[src/rtl/add_sub_8bit_pkg.sv]
`default_nettype none
// ============================================================================
// Package   : add_sub_pkg
// Purpose   : Shared width default, condition-code struct and the flag
//             derivation used by the add_sub_8bit datapath slice.
// Config    : ADD_SUB_CARRY_IN_EN (optional carry/borrow in; see top module)
// Revision  : 1.0 - initial release
// ============================================================================
package add_sub_pkg;

  localparam int ADD_SUB_BITS_DEFAULT = 8;

  typedef struct packed {
    logic c;
    logic n;
    logic z;
    logic v;
  } cc_flags_t;

  // Flags from the adder core. The (BITS+1)-bit exact value R9 is
  // {sub ? ~cout : cout, s}, so zero needs both the low bits and that top
  // bit to be clear.
  function automatic cc_flags_t calc_flags(
    input logic sub,
    input logic cout,
    input logic s_zero,
    input logic x_msb,
    input logic yb_msb,
    input logic s_msb
  );
    cc_flags_t f;
    logic      r_top;
    r_top = sub ? ~cout : cout;
    f.c   = cout;
    f.n   = sub & ~cout;
    f.z   = s_zero & ~r_top;
    f.v   = (x_msb == yb_msb) & (s_msb != x_msb);
    return f;
  endfunction

endpackage
`default_nettype wire

[src/rtl/add_sub_8bit_if.sv]
`default_nettype none
// ============================================================================
// Interface : add_sub_8bit_if
// Purpose   : Operand/result bundle for add_sub_8bit.
//             master : drives in_valid, x, y, sub (and cin); reads results
//             slave  : the adder-subtractor itself
// Config    : ADD_SUB_CARRY_IN_EN adds the cin signal
// Revision  : 1.0 - initial release
// ============================================================================
interface add_sub_8bit_if
  import add_sub_pkg::*;
#(
  parameter int BITS = ADD_SUB_BITS_DEFAULT
);
  logic            in_valid;
  logic [BITS-1:0] x;
  logic [BITS-1:0] y;
  logic            sub;
`ifdef ADD_SUB_CARRY_IN_EN
  logic            cin;
`endif
  logic            out_valid;
  logic [BITS-1:0] result;
  logic            ccc;
  logic            ccn;
  logic            ccz;
  logic            ccv;

  modport master (
    output in_valid, x, y, sub,
`ifdef ADD_SUB_CARRY_IN_EN
    output cin,
`endif
    input  out_valid, result, ccc, ccn, ccz, ccv
  );

  modport slave (
    input  in_valid, x, y, sub,
`ifdef ADD_SUB_CARRY_IN_EN
    input  cin,
`endif
    output out_valid, result, ccc, ccn, ccz, ccv
  );

endinterface
`default_nettype wire

[src/rtl/add_sub_8bit_fa.sv]
`default_nettype none
// ============================================================================
// Module    : add_sub_fa
// Purpose   : One-bit full adder, the cell of the ripple chain.
// Ports     : a, b, ci (in) -> s, co (out)
// Revision  : 1.0 - initial release
// ============================================================================
module add_sub_fa (
  input  wire logic a,
  input  wire logic b,
  input  wire logic ci,
  output logic      s,
  output logic      co
);
  assign s  = a ^ b ^ ci;
  assign co = (a & b) | (ci & (a ^ b));
endmodule
`default_nettype wire

[src/rtl/add_sub_8bit.sv]
`default_nettype none
// ============================================================================
// Module    : add_sub_8bit
// Purpose   : Registered BITS-wide adder-subtractor with condition codes,
//             one-cycle latency, one result per accepted input.
// Ports     : clk  - rising-edge clock
//             rst  - synchronous active-high reset
//             bus  - add_sub_8bit_if.slave (in_valid, x, y, sub, [cin],
//                    out_valid, result, ccc, ccn, ccz, ccv)
// Config    : ADD_SUB_CARRY_IN_EN - adds cin (carry for add, borrow for sub)
// Revision  : 1.0 - initial release
// ============================================================================
module add_sub_8bit
  import add_sub_pkg::*;
#(
  parameter int BITS = ADD_SUB_BITS_DEFAULT
) (
  input  wire logic     clk,
  input  wire logic     rst,
  add_sub_8bit_if.slave bus
);

  logic [BITS-1:0] w_yb;
  logic [BITS-1:0] w_s;
  logic [BITS:0]   w_c;
  cc_flags_t       w_flags;

  logic            r_valid;
  logic [BITS-1:0] r_result;
  cc_flags_t       r_flags;

  // Subtraction is x + ~y + 1; an incoming borrow removes that +1.
`ifdef ADD_SUB_CARRY_IN_EN
  assign w_c[0] = bus.sub ? ~bus.cin : bus.cin;
`else
  assign w_c[0] = bus.sub;
`endif

  assign w_yb = bus.y ^ {BITS{bus.sub}};

  generate
    for (genvar i = 0; i < BITS; i++) begin : g_ripple
      add_sub_fa u_fa (
        .a  (bus.x[i]),
        .b  (w_yb[i]),
        .ci (w_c[i]),
        .s  (w_s[i]),
        .co (w_c[i+1])
      );
    end
  endgenerate

  assign w_flags = calc_flags(bus.sub, w_c[BITS], (w_s == '0),
                              bus.x[BITS-1], w_yb[BITS-1], w_s[BITS-1]);

  // Result and flags only load on accepted inputs; otherwise they hold.
  always_ff @(posedge clk) begin
    if (rst) begin
      r_valid  <= 1'b0;
      r_result <= '0;
      r_flags  <= '0;
    end else begin
      r_valid <= bus.in_valid;
      if (bus.in_valid) begin
        r_result <= w_s;
        r_flags  <= w_flags;
      end
    end
  end

  assign bus.out_valid = r_valid;
  assign bus.result    = r_result;
  assign bus.ccc       = r_flags.c;
  assign bus.ccn       = r_flags.n;
  assign bus.ccz       = r_flags.z;
  assign bus.ccv       = r_flags.v;

endmodule
`default_nettype wire

[src/flat_wrapper.sv]
// flat-port wrapper written by rule: the top's interface ports become plain ports
module add_sub_8bit_flat import add_sub_pkg::*;
#(
  parameter int BITS = ADD_SUB_BITS_DEFAULT
)
  (clk, rst, bus_in_valid, bus_x, bus_y, bus_sub, bus_out_valid, bus_result, bus_ccc, bus_ccn, bus_ccz, bus_ccv);
  add_sub_8bit_if #(.BITS(BITS)) bus_i ();
  input  wire logic clk;
  input  wire logic rst;
  input wire logic [$bits(bus_i.in_valid)-1:0] bus_in_valid;
  input wire logic [$bits(bus_i.x)-1:0] bus_x;
  input wire logic [$bits(bus_i.y)-1:0] bus_y;
  input wire logic [$bits(bus_i.sub)-1:0] bus_sub;
  output wire logic [$bits(bus_i.out_valid)-1:0] bus_out_valid;
  output wire logic [$bits(bus_i.result)-1:0] bus_result;
  output wire logic [$bits(bus_i.ccc)-1:0] bus_ccc;
  output wire logic [$bits(bus_i.ccn)-1:0] bus_ccn;
  output wire logic [$bits(bus_i.ccz)-1:0] bus_ccz;
  output wire logic [$bits(bus_i.ccv)-1:0] bus_ccv;
  assign bus_i.in_valid = bus_in_valid;
  assign bus_i.x = bus_x;
  assign bus_i.y = bus_y;
  assign bus_i.sub = bus_sub;
  assign bus_out_valid = bus_i.out_valid;
  assign bus_result = bus_i.result;
  assign bus_ccc = bus_i.ccc;
  assign bus_ccn = bus_i.ccn;
  assign bus_ccz = bus_i.ccz;
  assign bus_ccv = bus_i.ccv;
  add_sub_8bit #(.BITS(BITS)) u_core (.clk(clk), .rst(rst), .bus(bus_i));
endmodule
[config.mk]
export PLATFORM = sky130hd
export DESIGN_NAME = add_sub_8bit_flat
export DESIGN_NICKNAME = d
export VERILOG_FILES = /design/src/rtl/add_sub_8bit_pkg.sv /design/src/rtl/add_sub_8bit_if.sv /design/src/rtl/add_sub_8bit_fa.sv /design/src/rtl/add_sub_8bit.sv /design/src/flat_wrapper.sv
export SDC_FILE = /design/constraint.sdc
export NUM_CORES = 1
export LEC_CHECK = 0
export BUFFER_PORTS_ARGS = -buffer_cell sky130_fd_sc_hd__buf_2
export CAP_MARGIN = 0
export CORE_MARGIN = 1
export CORE_UTILIZATION = 49
export DETAILED_ROUTE_END_ITERATION = 12
export PLACE_DENSITY = 0.82
export SLEW_MARGIN = 20
export SYNTH_ARGS = -nofsm -noshare
export SYNTH_HDL_FRONTEND = slang
export SYNTH_HIERARCHICAL = 1
export SYNTH_SLANG_ARGS = --single-unit
[constraint.sdc]
create_clock -name clk -period 11.8 [get_ports clk]
set_clock_uncertainty 0.15 [all_clocks]
set_input_delay 2.95 -clock clk [delete_from_list [all_inputs] [get_ports clk]]
set_output_delay 2.95 -clock clk [all_outputs]
set_load 0.005 [all_outputs]
Word-level counts from Yosys, hierarchy flattened

Index checks and enable logic that the tools add are counted.

Bits in registers: 13
Bits of input ports: 20
Output and inout bits: 13

Equality and inequality tests: 2
Mux-type cells: 1
Bitwise gates (word level): 46
Reduce and logical (&&, ||, !) cells: 1

Operator list:

| kind                  | number |
|---|---|
| 1-bit AND             | 19 |
| 1-bit bitwise XOR     | 16 |
| 8-bit zero test       | 1 |
| 1-bit OR              | 8 |
| 8-bit bitwise XOR     | 1 |
| 1-bit NOT             | 2 |
| 1-bit equality test   | 1 |
| 1-bit 2-to-1 mux      | 1 |
| 1-bit inequality test | 1 |

Depth between registers and ports, before layout

Depth in word-level cells: 22
Gate-level depth with buffers: 15
Gate-level depth less buffers: 14

By module

Netlist, hierarchy kept.

Modules (own cells, without submodules):

| module       | instances | cells each | area an instance (um^2) | sequential area each (um^2) |
|---|---|---|---|---|
| add_sub_8bit | 1         | 59         | 594.3                   | 260.2 |
| add_sub_fa   | 8         | 1          | 20.0                    | 0.0 |

Worst setup path before layout

No wires, ideal clock.

Path type: in2reg
Start point: input bus_sub
End point: register u_core.r_flags (netlist bit u_core/bus.ccz)
Setup time: 0.070 ns
Arrival: 6.903 ns
Required time: 11.580 ns
Path slack: 4.677 ns
Stages on the path: 15
Cells stage by stage: buf_6 > xor2_1 > fa_1 > fa_1 > fa_1 > fa_1 > fa_1 > fa_1 > fa_1 > fa_1 > inv_1 > ha_1 > nor4b_1 > nand4_1 > a21oi_1

Word-level cells in the longest chain between the ends: 22

Ends and longest elaborated chain:

| what                  | RTL line               | text |
|---|---|---|
| start, declared       | flat_wrapper.sv:13     | `input wire logic [$bits(bus_i.sub)-1:0] bus_sub;` |
| 8-bit bitwise XOR (*) | add_sub_8bit.sv:39     | `assign w_yb = bus.y ^ {BITS{bus.sub}};` |
| via u_core.w_yb[0]    | add_sub_8bit.sv:23     | `logic [BITS-1:0] w_yb;` |
| 1-bit bitwise XOR     | add_sub_8bit_fa.sv:16  | `assign co = (a & b) \| (ci & (a ^ b));` |
| 1-bit AND             | add_sub_8bit_fa.sv:16  |  |
| 1-bit OR (*)          | add_sub_8bit_fa.sv:16  |  |
| via u_core.w_c[1]     | add_sub_8bit.sv:25     | `logic [BITS:0] w_c;` |
| 1-bit AND (*)         | add_sub_8bit_fa.sv:16  |  |
| 1-bit OR (*)          | add_sub_8bit_fa.sv:16  |  |
| via u_core.w_c[2]     | add_sub_8bit.sv:25     |  |
| (+2 left out)         | n/a                    |  |
| via u_core.w_c[3]     | add_sub_8bit.sv:25     |  |
| (+2 left out)         | n/a                    |  |
| via u_core.w_c[4]     | add_sub_8bit.sv:25     |  |
| (+2 left out)         | n/a                    |  |
| via u_core.w_c[5]     | add_sub_8bit.sv:25     |  |
| (+2 left out)         | n/a                    |  |
| via u_core.w_c[6]     | add_sub_8bit.sv:25     |  |
| (+2 left out)         | n/a                    |  |
| via u_core.w_c[7]     | add_sub_8bit.sv:25     |  |
| 1-bit AND (*)         | add_sub_8bit_fa.sv:16  |  |
| 1-bit OR (*)          | add_sub_8bit_fa.sv:16  |  |
| via u_core.w_c[8]     | add_sub_8bit.sv:25     |  |
| 1-bit NOT             | add_sub_8bit_pkg.sv:33 | `r_top = sub ? ~cout : cout;` |
| 1-bit 2-to-1 mux (*)  | add_sub_8bit_pkg.sv:33 |  |
| 1-bit NOT (*)         | add_sub_8bit_pkg.sv:36 | `f.z = s_zero & ~r_top;` |
| 1-bit AND (*)         | add_sub_8bit_pkg.sv:36 |  |
| end signal, assigned  | add_sub_8bit.sv:66     | `r_flags <= w_flags;` |
| end, declared         | add_sub_8bit.sv:30     | `cc_flags_t r_flags;` |

The timed path passes the listed nets; every way through them passes the cells marked *.
A chain may end at the register's enable or synchronous reset.

Final worst setup path

Same ends and word-level chain as after synthesis.

==> summary by stage <==
Logic synthesis
The most used flip-flop cell after synthesis is sky130_fd_sc_hd__dfxtp_1. The mean area per synthesized cell is roughly 11 um2. Counting instances in the post-synthesis netlist gives the leading cell types as 13 x sky130_fd_sc_hd__dfxtp_1, 10 x sky130_fd_sc_hd__nor2_1, 9 x sky130_fd_sc_hd__mux2i_1. The fraction of the mapped netlist area in compound gates is 0.0249. The fraction of the yosys area taken by sequential cells is 0.345. The Yosys step of the flow raised 6 warnings.

After synthesis, the largest family of logic cells by area is adder cells. Counting flops with a built-in enable in the synthesized netlist gives 0. When the netlist entered floorplanning its net count stood at 96. After synthesis, the netlist uses 23 different library cells. The xor/xnor cell area share of the yosys netlist is 0.103. In the post-synthesis netlist, the biggest area contributors are sky130_fd_sc_hd__dfxtp_1 34%, sky130_fd_sc_hd__fa_1 21%, sky130_fd_sc_hd__mux2i_1 12%. The share of Yosys cell area claimed by the top area cell type is 0.345. After synthesis the netlist holds a flip-flop and latch count of 13. Of the total synthesized cell area, the portion taken by full adders, half adders and majority gates is 0.229.

Synthesis handed over a netlist of 67 instances. Of the total synthesized cell area, the portion taken by AND, OR, NAND and NOR gates is 0.138. The post-synthesis cell type with the largest combined area is sky130_fd_sc_hd__dfxtp_1. The share of synthesized registers carrying an async set or reset is 0. The synthesized netlist occupies a cell area of roughly 750 um2.

After synthesis, the share of cell area in mux cells is 0.119. sky130_fd_sc_hd__dfxtp_1 is the most common cell in the netlist.

Setup path
The slack of the worst reg-to-reg path is 10880 ps. The critical path capture point type is a register. By startpoint and endpoint, the worst setup path is classified as in -> reg. The terminus of the critical flop-to-flop path is u_core/bus.ccv. The arrival time reported for the critical path endpoint is a little over 7000 ps.

The path depth of the worst reg2reg path is 2. The critical-path cell with the highest stage delay is sky130_fd_sc_hd__fa_1. The worst setup path is launched from an input pin.

Walking the worst path, the cells encountered are buf_2, xor2_1, fa_1, fa_1, fa_1, fa_1, fa_1, fa_1, fa_1, fa_1, inv_1, ha_1, nor4b_1, nand4_1, a21oi_1. The critical path contains buffers and inverters numbering 2 combined. The most frequent cell on the critical path is sky130_fd_sc_hd__fa_1.

The largest stage delay on the critical path is roughly 420 ps. The startpoint of the most critical register-to-register path is u_core/bus.ccv. The maximum fanout along the worst path is 10. The kind of cell with the highest combined delay on the critical path is adder cells. STA puts the critical path data required time at 11860 ps.

Timing
The final number of max-transition violations is 0. Setup repair after global routing left no endpoint under its margin. For the pin with the worst max-slew slack, the measured transition is roughly 340 ps. The aggregate negative setup slack is 0 ps. Setup violations remaining at the end of the flow were counted as 0. The number of endpoints with negative hold slack in the final report is 0.

The fmax is approximately 0.14 GHz. Of the available clock period, the critical path in the final layout requires 0.612. In this run the tightest slew margin relative to its limit is 0.771. Setup slack on the critical path of the routed design comes to about 4600 ps. The minimum clock period is 7220 ps.

Run status
The flow ran to the end, and the final reports show no timing, DRC or antenna violations.

Floorplan
For this configuration, the core starts out at a cell density of 0.552. The I/O pin count is 33. The floorplan step defined a die boundary enclosing 1700 um2. The total area inside the core boundary comes to approximately 1400 um2.

The die outline height is between 40 and 50 um. Row generation in the floorplan step produced 13 rows. Measured along the x axis, the die boundary spans between 40 and 50 um.

Hold path
The beginning of the worst hold path is u_core/bus.result[7]. In this run the worst hold path is classified as reg -> reg. The end point of the worst hold path is u_core/bus.result[7]. Along the worst hold path, the cell count comes to 2.

Pwr
The total power is 0.000115 W. The internal power is 0.0000799 W. Of the total power, combinational logic draws 0.319. The power density over the cells is ~120 nW/um2.

The total leakage power is between 0.4 and 0.5 nW. The share of total power dissipated in the clock network is 0.240. The net switching power is between 0.00003 and 0.00004 W. The switching part of the total is 0.303.

IR analysis of the VDD net gives a maximum drop of 0.0803 mV. The share of total power dissipated in sequential elements is 0.442.

Route
The overall routed net length is around 1300 um. In this run, the number of DRC markers left after iteration 0 of detailed routing was 3. The total via count in the routed design is between 500 and 600. The final routed wire length divided by cell count is between 10 and 15 um. In the routed design, unresolved DRC markers number 0. After detailed routing, the number of vias per cell comes to 5.13. The number of routed nets with antenna violations is 0. The first detailed-routing pass ran for 3 iterations.

GRT
The number of global-route vias before repair is 472. The number of antenna violations at the first check in global routing is 0. For this run, the total global-route usage over all layers was measured as 0.194. The overall overflow remaining after global route is 0. Entering global routing, the biggest net connects 17 pins. The first global-routing pass estimated between 2000 and 2500 um of wire.

Clock network
The total of hold buffers inserted after clock tree synthesis is 0. The clock tree from TritonCTS is done. The maximum clock path buffer count is 2.

The number of buffers inserted by post-CTS setup repair is 0. The clock transition at the registers of the reported paths is around 80 ps. The root buffer selected by CTS is sky130_fd_sc_hd__clkbuf_4. In this run, CTS created clock tree buffers numbering 3. The total clock sinks is 13. The latest clock arrival within the worst-skew pair is 270 ps. In this run the number of H-tree levels came out at 1. The post-cts resize count is 0.

Finish
The number of inserted diodes is 0. The share of post-route cells with drive strength above 1 is 0.364. After the last flow step, the layout net total stands at 129.

The final cell utilization of the core is 0.682. The layout-stage area growth over the synthesis result is 23.5%.

Placed design
The wire-length estimate of the detail-placed layout is around 1100 um. Routability-driven placement finished with a final weighted congestion of 0.722. The number of port buffers is 32.

The worst setup timing slack at the placement stage is roughly 4300 ps.

Flow run
The number of max-capacitance violations reported is 0.
==> worst max path at each step <==
stage            start             end  cells past startpoint
6_report       bus_sub  u_core/bus.ccz                     15
5_1_grt        bus_sub  u_core/bus.ccz                     15
2_1_floorplan  bus_sub  u_core/bus.ccz                     15
3_3_place_gp   bus_sub  u_core/bus.ccz                     15
4_1_cts        bus_sub  u_core/bus.ccz                     15
3_5_place_dp   bus_sub  u_core/bus.ccz                     15
==> cell type report <==
cell class,count,area (um2)
flip-flops and latches,13,260
clock buffers,4,26.3
inverters,1,3.75
multi-input cells,49,463
repair buffers,32,160
fillers,119,434
well taps,15,18.8
==> flip-flops by register name (all words and copies together) (netlist names) <==
name                  cells
u_core/bus.out_valid      1
u_core/bus.result         8
u_core/bus.ccv            1
u_core/bus.ccz            1
u_core/bus.ccn            1
u_core/bus.ccc            1
==> cells by family (layout without fill, tap and decap cells) <==
group                    count (synthesis)  after routing
AND/OR/NAND/NOR                         20             20
flip-flops                              13             13
buffers and inverters                    5             37
multiplexers                             9              9
AO/OA/AOI/OAI                            3              3
XOR/XNOR                                 8              8
adder cells (fa/ha/maj)                  9              9
==> worst reg2reg max path, delay by kind of cell, from the launching register on <==
family	cells	cell delay, ps
flip-flops	1	310
AO/OA/AOI/OAI	1	230
AND/OR/NAND/NOR	1	130
==> per-layer routing <==
| layer | routed length [um] | vias up | GRT usage | share of wire |
|---|---|---|---|---|
| met3 | 74 | 2 | 0.0326 | 0.056 |
| met2 | 632 | 24 | 0.293 | 0.48 |
| li1 | - | 286 | - | - |
| met1 | 603 | 273 | 0.257 | 0.46 |
| met5 | 0 | - | 0 | 0 |
| met4 | 13 | 0 | 0.121 | 0.0098 |
==> power groups by stage <==
stage | Clock [W] | Sequential [W] | Combinational (W)
floorplan | 0 | 0.0000523 | 0.0000232
global placement | 0 | 0.0000515 | 0.0000357
detailed placement | 0 | 0.0000517 | 0.0000368
CTS | 0.0000286 | 0.0000507 | 0.0000369
global route | 0.0000310 | 0.0000514 | 0.0000416
finish | 0.0000275 | 0.0000507 | 0.0000366
==> cell usage in the layout, fill, tap and decap left out <==
cell,n
sky130_fd_sc_hd__nor2_1,10
sky130_fd_sc_hd__fa_1,8
sky130_fd_sc_hd__clkbuf_4,3
sky130_fd_sc_hd__mux2i_1,9
sky130_fd_sc_hd__nor4_1,1
sky130_fd_sc_hd__xor2_2,1
sky130_fd_sc_hd__ha_1,1
sky130_fd_sc_hd__buf_2,32
sky130_fd_sc_hd__dfxtp_1,13
sky130_fd_sc_hd__nor4b_1,1
sky130_fd_sc_hd__nand2b_1,2
sky130_fd_sc_hd__nor4bb_1,1
sky130_fd_sc_hd__nor3b_1,1
sky130_fd_sc_hd__a211o_1,1
sky130_fd_sc_hd__a21oi_1,2
sky130_fd_sc_hd__xor2_1,7
sky130_fd_sc_hd__nor2b_1,1
sky130_fd_sc_hd__clkbuf_1,1
sky130_fd_sc_hd__nand4_1,1
sky130_fd_sc_hd__inv_1,1
sky130_fd_sc_hd__nand2_1,1
sky130_fd_sc_hd__nor3_1,1
==> through the flow <==
stage	instances	hold slack [ps]	cell area (um2)
after global placement	110	306	906
after detailed placement	110	316	906
after global routing	114	347	932
final	114	325	932
after CTS	114	329	932
after floorplan	67	305	754
Note: power is estimated with default switching activity, not from simulation.
